File: src/rtl/pll_lock_sequencer.sv
// Sequences the iCE40 PLL through reset hold, lock wait and lock qualification,
// re-sequencing on lock loss and latching a fault after repeated timeouts.
module pll_lock_sequencer #(
    parameter int HOLD_CYCLES   = 12,
    parameter int LOCK_TIMEOUT  = 1200,
    parameter int STABLE_CYCLES = 120,
    parameter int MAX_RETRY     = 3,
    parameter int COUNT_WIDTH   = 8
) (
    input  logic                   REFERENCECLK,
    input  logic                   RESET,
    input  logic                   pll_lock,
    input  logic                   req_restart,
    output logic                   pll_resetb,
    output logic                   pll_ready,
    output logic                   fault,
    output logic [COUNT_WIDTH-1:0] relock_count,
    output logic [2:0]             state_dbg
);

    localparam int MAX_HW   = (HOLD_CYCLES > LOCK_TIMEOUT) ? HOLD_CYCLES : LOCK_TIMEOUT;
    localparam int MAX_CYC  = (MAX_HW > STABLE_CYCLES) ? MAX_HW : STABLE_CYCLES;
    localparam int CNT_W    = (MAX_CYC > 1) ? $clog2(MAX_CYC) : 1;
    localparam int RETRY_W  = $clog2(MAX_RETRY + 1);

    localparam logic [CNT_W-1:0]   HOLD_LAST    = CNT_W'(HOLD_CYCLES - 1);
    localparam logic [CNT_W-1:0]   TIMEOUT_LAST = CNT_W'(LOCK_TIMEOUT - 1);
    localparam logic [CNT_W-1:0]   STABLE_LAST  = CNT_W'(STABLE_CYCLES - 1);
    localparam logic [RETRY_W-1:0] RETRY_LAST   = RETRY_W'(MAX_RETRY - 1);

    typedef enum logic [2:0] {
        ST_HOLD      = 3'd0,
        ST_WAIT_LOCK = 3'd1,
        ST_STABLE    = 3'd2,
        ST_RUN       = 3'd3,
        ST_FAULT     = 3'd4
    } state_t;

    state_t                 state_q, state_d;
    logic [CNT_W-1:0]       cnt_q, cnt_d;
    logic [RETRY_W-1:0]     retry_q, retry_d;
    logic [COUNT_WIDTH-1:0] relock_q, relock_d;
    logic                   sync1_q, sync2_q;
    logic                   pll_resetb_q, pll_resetb_d;
    logic                   pll_ready_q, pll_ready_d;
    logic                   fault_q, fault_d;
    logic                   lock_s;

    assign lock_s = sync2_q;

    always_comb begin
        state_d  = state_q;
        retry_d  = retry_q;
        relock_d = relock_q;

        if (req_restart) begin
            state_d = ST_HOLD;
            retry_d = '0;
        end else begin
            case (state_q)
                ST_HOLD: begin
                    if (cnt_q == HOLD_LAST) state_d = ST_WAIT_LOCK;
                end
                ST_WAIT_LOCK: begin
                    if (lock_s) begin
                        state_d = ST_STABLE;
                    end else if (cnt_q == TIMEOUT_LAST) begin
                        if (retry_q == RETRY_LAST) begin
                            state_d = ST_FAULT;
                        end else begin
                            retry_d = retry_q + RETRY_W'(1);
                            state_d = ST_HOLD;
                        end
                    end
                end
                // Lock chatter during qualification is not counted as a retry.
                ST_STABLE: begin
                    if (!lock_s) begin
                        state_d = ST_WAIT_LOCK;
                    end else if (cnt_q == STABLE_LAST) begin
                        state_d = ST_RUN;
                        retry_d = '0;
                    end
                end
                ST_RUN: begin
                    if (!lock_s) begin
                        state_d = ST_HOLD;
                        if (relock_q != '1) relock_d = relock_q + COUNT_WIDTH'(1);
                    end
                end
                ST_FAULT: begin
                    state_d = ST_FAULT;
                end
                default: begin
                    state_d = ST_HOLD;
                end
            endcase
        end

        if (req_restart || (state_d != state_q)) begin
            cnt_d = '0;
        end else if ((state_q == ST_HOLD) || (state_q == ST_WAIT_LOCK) || (state_q == ST_STABLE)) begin
            cnt_d = cnt_q + CNT_W'(1);
        end else begin
            cnt_d = cnt_q;
        end

        // Outputs are registered from the next state so they change on the transition edge.
        pll_resetb_d = !((state_d == ST_HOLD) || (state_d == ST_FAULT));
        pll_ready_d  = (state_d == ST_RUN);
        fault_d      = (state_d == ST_FAULT);
    end

    always_ff @(posedge REFERENCECLK or negedge RESET) begin
        if (!RESET) begin
            state_q      <= ST_HOLD;
            cnt_q        <= '0;
            retry_q      <= '0;
            relock_q     <= '0;
            sync1_q      <= 1'b0;
            sync2_q      <= 1'b0;
            pll_resetb_q <= 1'b0;
            pll_ready_q  <= 1'b0;
            fault_q      <= 1'b0;
        end else begin
            state_q      <= state_d;
            cnt_q        <= cnt_d;
            retry_q      <= retry_d;
            relock_q     <= relock_d;
            sync1_q      <= pll_lock;
            sync2_q      <= sync1_q;
            pll_resetb_q <= pll_resetb_d;
            pll_ready_q  <= pll_ready_d;
            fault_q      <= fault_d;
        end
    end

    assign pll_resetb   = pll_resetb_q;
    assign pll_ready    = pll_ready_q;
    assign fault        = fault_q;
    assign relock_count = relock_q;
    assign state_dbg    = state_q;

endmodule

File: config.mk
export PLATFORM = sky130hd
export DESIGN_NAME = pll_lock_sequencer
export DESIGN_NICKNAME = d
export VERILOG_FILES = /design/src/rtl/pll_lock_sequencer.sv
export SDC_FILE = /design/constraint.sdc
export NUM_CORES = 1
export LEC_CHECK = 0
export BUFFER_PORTS_ARGS = -buffer_cell sky130_fd_sc_hd__clkbuf_2
export CAP_MARGIN = 20
export CORE_ASPECT_RATIO = 1.2
export CORE_MARGIN = 2
export CORE_UTILIZATION = 57
export DETAILED_ROUTE_END_ITERATION = 10
export GPL_TIMING_DRIVEN = 0
export PLACE_DENSITY = 0.78
export RECOVER_POWER = 50
export SYNTH_ARGS = -nofsm -noshare
export SYNTH_HDL_FRONTEND = slang
export SYNTH_SLANG_ARGS = --single-unit
File: constraint.sdc
create_clock -name REFERENCECLK -period 2.28 [get_ports REFERENCECLK]
set_input_delay 0.456 -clock REFERENCECLK [delete_from_list [all_inputs] [get_ports REFERENCECLK]]
set_output_delay 0.456 -clock REFERENCECLK [all_outputs]
set_load 0.01 [all_outputs]
# After elaboration in Yosys (flattened, before gate mapping)
# Index checks and enable logic that the tools add are counted.
[totals]
register_bits = 29
inputBits = 4
out_inout_bits = 14
elab_cells = 60
[op_classes]
add_sub_neg = 3
n_eq_ne = 17
n_mux = 18
bitwise_logic = 2
reduce_logical = 11
[op_table]
columns = ["operator", "n"]
rows = [
  ["$mux 3", 8],
  ["$mux 11", 2],
  ["$ne 3x3->1 const B", 5],
  ["$pmux 3 s5", 1],
  ["$mux 2", 6],
  ["$add 11x1->11 const B", 1],
  ["$eq 11x11->1 const B", 1],
  ["$eq 11x4->1 const B", 1],
  ["$eq 11x7->1 const B", 1],
  ["$eq 3x2->1 const B", 3],
  ["$add 8x1->8 const B", 1],
  ["$ne 8x8->1 const B", 1],
  ["$eq 3x3->1 const B", 2],
  ["$logic_not 3->1", 2],
  ["$reduce_and 6->1", 1],
  ["$logic_or 1x1->1", 4],
  ["$pmux 2 s2", 1],
  ["$reduce_and 4->1", 1],
  ["$eq 3x1->1 const B", 1],
  ["$ne 3x3->1", 1],
  ["$reduce_bool 3->1", 1],
  ["$add 2x1->2 const B", 1],
  ["$eq 2x2->1 const B", 1],
  ["$not 1->1", 2],
  ["other kinds (2)", 2],
]

# Longest topological paths before layout
# Gate-level depths: netlist of the first run.
[logic_depth]
ltp_word = 9
mapped_depth = 7
depth_no_buf = 6

# Worst setup path after synthesis of the first run
# OpenSTA, ideal clock, no wires.
[synth_timing]
path_type = "register -> register"
from = "register cnt_q[0]"
to = "register cnt_q[10]"
setup_time_ps = 74
arrival_time_ps = 1941
required_ps = 2206
setup_slack_ps = 265
stages_incl_launch_ff = 8
n_path_buf = 1
period_less_slack_ps = 2015
cell_sequence = "dfrtp_1 > ha_1 > or3b_1 > nor3_2 > o211ai_2 > or3b_1 > buf_6 > a21boi_2"
[synth_via]
elab_chain_cells = 8
elab_cells_between_ends = 16
cone_classes = "add/sub (1); eq/ne (4); mux (9); reduce/logical (2)"
[synth_lines]
columns = ["item", "line_no", "source"]
rows = [
  ["start, declared", "40", "logic [CNT_W-1:0] cnt_q, cnt_d;"],
  ["start signal, assigned", "127", "cnt_q <= cnt_d;"],
  ["$eq 11x7->1 or $eq 11x11->1 (tied branches)", "80, 67", ""],
  ["$mux 3 (on tied branches)", "80, 67", ""],
  ["$mux 3 (on tied branches)", "78, 65", ""],
  ["$pmux 3 s5", "60", "case (state_q)"],
  ["$mux 3", "56", "if (req_restart) begin"],
  ["$ne 3x3->1", "100", "if (req_restart || (state_d != state_q)) begin"],
  ["$logic_or 1x1->1", "100", ""],
  ["$mux 11 or $reduce_bool 2->1 (tied branches)", "--", ""],
]
# Several ways; a longest one is shown, not always the timed one. The select of a mux whose other input is x is not followed.
# A chain may end at the register's enable or synchronous reset.

# Final worst setup path of the first run
[layout_timing]
from = "register cnt_q[1]"
to = "register cnt_q[5]"
# Same word-level chain as after synthesis.

==> flow_summary.yaml, run 1 <==
global_route:
  grt_pass1_wl_um: 5530
  grt_overflow: 0
  grt_pass1_vias: 1264
  antenna_found_initial: 0
  grt_max_degree: 30
  grtUsageTotal: 0.226
power_and_ir_drop:
  vdd_drop_max_mv: 0.355
  combPwrFrac: 0.057
  p_sw_frac: 0.263
  power_frac_seq: 0.588
  leakagePower_nw: 0.766
  powerDensity_mw_per_mm2: 495
  internal_power_uw: 658
  power.net_switching_uw: 234
  clkPwrFrac: 0.355
yosys:
  post-synth-top-count-cell: "dfrtp_1"
  synth_area_leaders: "dfrtp_1 (45%), xnor2_1 (6.5%), a21oi_2 (4.4%)"
  synth_edf_count: 0
  async_flop_share: 1.00
  ys_seq_area_frac: 0.452
  synth_common_cells: "dfrtp_1 (29), nor2_1 (14), xnor2_1 (12)"
  synth_top_area_frac: 0.452
  synth_ff_type: "dfrtp_1"
  synth_cells: 146
  synth_area_mm2: 0.00161
  avgSynthCellArea_um2: 11.0
  syn-num-nets: 153
  ys_types: 48
  yosysTopAreaCell: "dfrtp_1"
  yosysWarnings: 0
  synth-seq-cells: 29
timing:
  setup_slack_ns: 0.151
  tightest_slew_ns: 1.46
  min_period_ns: 2.13
  setup_viol_count_final: 0
  setup_tns_ns: 0
  rsz0062_at_grt: "no"
  clock.fmax_mhz: 470
  slew_headroom: 0.0241
  min_period_over_period: 0.934
  finalMaxSlewViolations: 0
  finClkSkew_ns: 0.0111
  hold_violations: 0
critical_path:
  crit_path_start_kind: "flip-flop"
  critical_path_arrival_ns: 2.39
  critPathMaxFanout: 10
  slowest_stage: "or3b_1"
  end_kind: "flip-flop"
  max_stage_delay_ns: 0.42
  crit_type: "reg2reg"
  cp_cell_sequence: "ha_2, or3b_1, nor3_2, o211ai_2, or3b_1, buf_6, a21oi_2"
  required_ns: 2.55
  cpMostUsedCell: "or3b_1"
hold_path:
  hold_class: "in2reg"
clock_tree:
  cts_buffer_depth: 2
  htreeDepth: 2
  cts_tree: "done"
  numCtsBuffers: 5
  cts_root_buf: "clkbuf_4"
  ctsHoldBuffers: 0
  clk_pin_slew_worst_paths_ns: 0.11
  cts_sinks: 29
  insertion_delay_ns: 0.34
place:
  numPortBuffers: 16
  place_congestion: 0.897
  postPlaceCellArea_mm2: 0.00173
  post-place-ws_ns: 0.0857
  dp_hpwl_um: 2190
route:
  drc_errors: 0
  wl_um: 2980
  antenna_left: 0
  via_count: 1168
  drt_iter0_markers: 20
  routed_via_density: 5.70
  routedWlPerCell_um: 14.5
  drtPass1Iterations: 5
floorplanning:
  num_rows: 21
  design.core.area_mm2: 0.00273
  initial_utilization: 0.587
  die_w_um: 52.4
  ios: 18
  dieArea_mm2: 0.00326
  die-height_um: 62.1
finish:
  nNetsFinal: 177
  area_growth_pct: 12.2
  antennaDiodeCount: 0
  fillCellCount: 231
  drive_gt1_frac: 0.275
  stdcell_area_mm2: 0.00180
status:
  status: "finished, final reports clean"
job:
  max_cap_violations: 0
state kept, by name, indices dropped and copies added (netlist names):
signal        cells
cnt_q            11
pll_resetb        1
pll_ready         1
lock_s            1
state_dbg         3
sync1_q           1
relock_count      8
retry_q           2
fault             1
routing by layer:
metal  vias up  routed length [um]  track usage
met4         0                  92        0.109
met5         -                   0            0
li1        570                   -            -
met3         9                 113       0.0673
met2        28                1570        0.370
met1       561                1210        0.260
critical path: cells and delay by family (launching register included):
kind	cells	cell delay, ns
compound gates	2	0.26
fa+ha+maj	1	0.22
buf+inv	1	0.17
flops	1	0.38
simple gates	3	1.04
cell type report:
type / instances / area (um^2) / share of cell area
clock inverter: 3 / 22.5 / 0.0125
multi-input combinational: 108 / 821 / 0.456
tap: 34 / 42.5 / 0.0236
buffer: 6 / 58.8 / 0.0326
timing repair buffer: 17 / 82.6 / 0.0458
inverter: 3 / 11.3 / 0.00625
sequential: 29 / 726 / 0.403
clock buffer: 5 / 37.5 / 0.0208
repair_timing:
| item | in CTS | in global routing |
|---|---|---|
| gates resized for setup | 0 | 3 |
| setup endpoints to repair | 0 | 10 |
| setup buffers | 0 | 1 |
final timing paths:
kind                           from        end  slack (ns)  depth (start not counted)
min reg2reg                 sync1_q     lock_s        0.37                          0
min in group asynchronous     RESET  pll_ready        0.45                          1
max reg2reg                cnt_q[1]   cnt_q[5]        0.15                          7
max                        cnt_q[1]   cnt_q[5]        0.15                          7
min                        pll_lock    sync1_q        0.22                          1
max in group asynchronous     RESET   cnt_q[7]        0.97                          1
power groups by stage:
stage / logic (mW) / registers (mW) / clock network (mW)
6_report: 0.0505 / 0.525 / 0.317
5_1_grt: 0.0570 / 0.526 / 0.355
4_1_cts: 0.0484 / 0.526 / 0.328
3_5_place_dp: 0.0482 / 0.536 / 0
3_3_place_gp: 0.0460 / 0.535 / 0
2_1_floorplan: 0.0311 / 0.535 / 0
through the flow:
step	cells	hold slack, ns	power [mW]	util
after floorplan	146	0.160	0.566	-
after CTS	204	0.159	0.902	0.654
final	205	0.216	0.893	0.659
after global routing	205	0.193	0.938	0.659
after detailed placement	196	0.347	0.584	0.632
after global placement	196	0.334	0.581	0.632
cell families (layout without fill, tap and decap cells):
logic type,after synthesis,in the layout,synth area share
simple gates,60,60,0.224
flops,29,29,0.452
compound gates,23,23,0.133
xor+xnor,18,18,0.0982
buf+inv,9,34,0.0436
mux,4,4,0.0257
fa+ha+maj,3,3,0.0234
placed cells by master, fill, tap and decap left out, types with 4 or more instances in the layout:
cell | netlist | routed
a21oi_2 | 8 | 8
clkbuf_1 | 1 | 5
clkbuf_2 | 1 | 13
clkbuf_4 | 0 | 5
dfrtp_1 | 29 | 29
nand2_1 | 5 | 5
nand3_1 | 7 | 7
nand4_1 | 7 | 7
nor2_1 | 14 | 14
or3b_1 | 4 | 4
xnor2_1 | 12 | 12
xor2_1 | 6 | 6
(Power assumes the default switching activity.)
==> inputs of run 2 (changes only) <==
ABC_AREA = 1   (was default)
==> flow_summary.yaml, run 2 <==
power_and_ir_drop:
  internal_power_uw: 722
  vdd_drop_max_mv: 0.436
  power.net_switching_uw: 255
  p_sw_frac: 0.261
  combPwrFrac: 0.108
  power.total_uw: 977
  clkPwrFrac: 0.324
  powerDensity_mw_per_mm2: 541
  power_frac_seq: 0.568
  leakagePower_nw: 0.901
clock_tree:
  cts_buffer_depth: 2
  clk_pin_slew_worst_paths_ns: 0.09
  cts_sinks: 29
  postCtsResizedCells: 0
  postCtsSetupRepairBufs: 0
  numCtsBuffers: 5
  cts_root_buf: "clkbuf_4"
  ctsHoldBuffers: 0
  htreeDepth: 2
  cts_tree: "done"
  insertion_delay_ns: 0.33
yosys:
  synth_edf_count: 0
  post-synth-top-count-cell: "nand2_1"
  synth_ff_type: "dfrtp_1"
  synth_common_cells: "nand2_1 (35), dfrtp_1 (29), nor2_1 (20)"
  yosysWarnings: 0
  ys_seq_area_frac: 0.446
  yosysTopAreaCell: "dfrtp_1"
  synth-seq-cells: 29
  synth_top_area_frac: 0.446
  synth_cells: 192
  async_flop_share: 1.00
  ys_types: 28
  synth_area_leaders: "dfrtp_1 (45%), nand2_1 (8.1%), xor2_1 (5.9%)"
  avgSynthCellArea_um2: 8.48
  syn-num-nets: 199
  synth_area_mm2: 0.00163
critical_path:
  crit_path_start_kind: "flip-flop"
  critPathMaxFanout: 10
  crit_type: "reg2reg"
  end_kind: "flip-flop"
  critical_path_arrival_ns: 2.00
  required_ns: 2.50
floorplanning:
  die-height_um: 62.5
  die_w_um: 52.8
  dieArea_mm2: 0.00330
  ios: 18
  num_rows: 21
  initial_utilization: 0.590
  design.core.area_mm2: 0.00276
route:
  drt_iter0_markers: 54
  routed_via_density: 5.29
  dr_wl_met3_um: 139
  drtPass1Iterations: 4
  via_count: 1322
  top_layer_used: "met4"
  routedWlPerCell_um: 12.6
  drc_errors: 0
  dr_wl_met2_um: 1650
  antenna_left: 0
  wl_um: 3160
  drt-met1-wl_um: 1310
timing:
  setup_tns_ns: 0
  setup_slack_ns: 0.499
  hold_violations: 0
  finClkSkew_ns: 0.0113
  min_period_over_period: 0.781
  min_period_ns: 1.78
  tightest_slew_ns: 1.46
  clock.fmax_mhz: 562
  setup_viol_count_final: 0
  rsz0062_at_grt: "no"
  whs_ns: 0.224
  finalMaxSlewViolations: 0
  slew_headroom: 0.0271
finish:
  stdcell_area_mm2: 0.00180
  antennaDiodeCount: 0
  fin_util: 0.654
  largest_reg_flops: 11
  largest_register: "cnt_q"
  fillCellCount: 238
  area_growth_pct: 10.8
  nNetsFinal: 223
  final_cells: 250
  final_cell_mix: "nand2_1 (35), dfrtp_1 (29), nor2_1 (20)"
  layout_commonest_cell: "nand2_1"
  drive_gt1_frac: 0.245
status:
  status: "finished, final reports clean"
place:
  dpl.cell_count: 243
  numPortBuffers: 17
  place_congestion: 0.910
  postPlaceCellArea_mm2: 0.00176
  dp_hpwl_um: 2430
  post-place-ws_ns: 0.491
global_route:
  grt_pass1_vias: 1282
  grt_overflow: 0
  grt_max_degree: 30
  grt_pass1_wl_um: 5530
  grtUsageTotal: 0.224
  antenna_found_initial: 0
hold_path:
  hold_class: "in2reg"
job:
  max_cap_violations: 0
## run 2: cell types whose count changed in the layout (fill, tap and decap cells not counted), moves of 4 or more
| cell | change |
|---|---|
| or3b_1 | -4 |
| nor2_2 | +11 |
| nand3_2 | +4 |
| inv_1 | +15 |
| nand2_1 | +30 |
| xnor2_1 | -7 |
| xor2_1 | +5 |
| nand3_1 | +9 |
| inv_2 | +7 |
| a21oi_2 | -8 |
| nand2_2 | +4 |
| nor2_1 | +6 |
## run 2: metal layers
metal  up-vias  GRT usage
met1       627      0.268
met4         0     0.0577
li1        663          -
met3         7     0.0742
met2        25      0.378
met5         -          0
## run 2: worst paths after layout
kind                       startpoint          to  slack [ns]  depth (start not counted)
max                          cnt_q[0]   cnt_q[10]        0.50                         11
min                          pll_lock     sync1_q        0.22                          1
max reg2reg                  cnt_q[0]   cnt_q[10]        0.50                         11
min reg2reg                   sync1_q      lock_s        0.37                          0
max in group asynchronous       RESET  retry_q[0]        0.96                          1
min in group asynchronous       RESET    cnt_q[8]        0.45                          1
## run 2: kinds of logic after synthesis
| logic type | after synthesis | share of synthesized area |
|---|---|---|
| adders and majority gates | 3 | 0.0231 |
| muxes | 1 | 0.00615 |
| and+or+nand+nor | 107 | 0.333 |
| buffers and inverters | 27 | 0.0684 |
| AOI/OAI and AO/OA | 9 | 0.0377 |
| DFF | 29 | 0.446 |
| xor gates and xnor gates | 16 | 0.0861 |
## run 2: power groups by stage
| stage | registers [mW] | logic (mW) | clock network [mW] |
|---|---|---|---|
| after floorplan | 0.560 | 0.0805 | 0 |
| after global placement | 0.563 | 0.103 | 0 |
| after detailed placement | 0.565 | 0.108 | 0 |
| after CTS | 0.555 | 0.108 | 0.324 |
| after global routing | 0.558 | 0.121 | 0.347 |
| final | 0.555 | 0.105 | 0.317 |
## run 2: cell type report
type	instances	area, um^2	share of cell area
plain buffers	1	11.3	0.00624
clock buffers	7	55.1	0.0305
inverters	26	100	0.0555
multi-input cells	136	791	0.438
flip-flops and latches	29	726	0.402
well taps	34	42.5	0.0236
repair buffers	17	78.8	0.0437
## run 2: critical path, stage by stage, from the launching register on
cell and delay (ns):
dfrtp_1 0.39, ha_1 0.21, nand2_2 0.10, nor2_2 0.13, nand3_1 0.18, nand3_2 0.11, nand3_2 0.09, nand2_2 0.11
nand2_2 0.06, nand3_2 0.07, buf_6 0.18, nor2_2 0.04
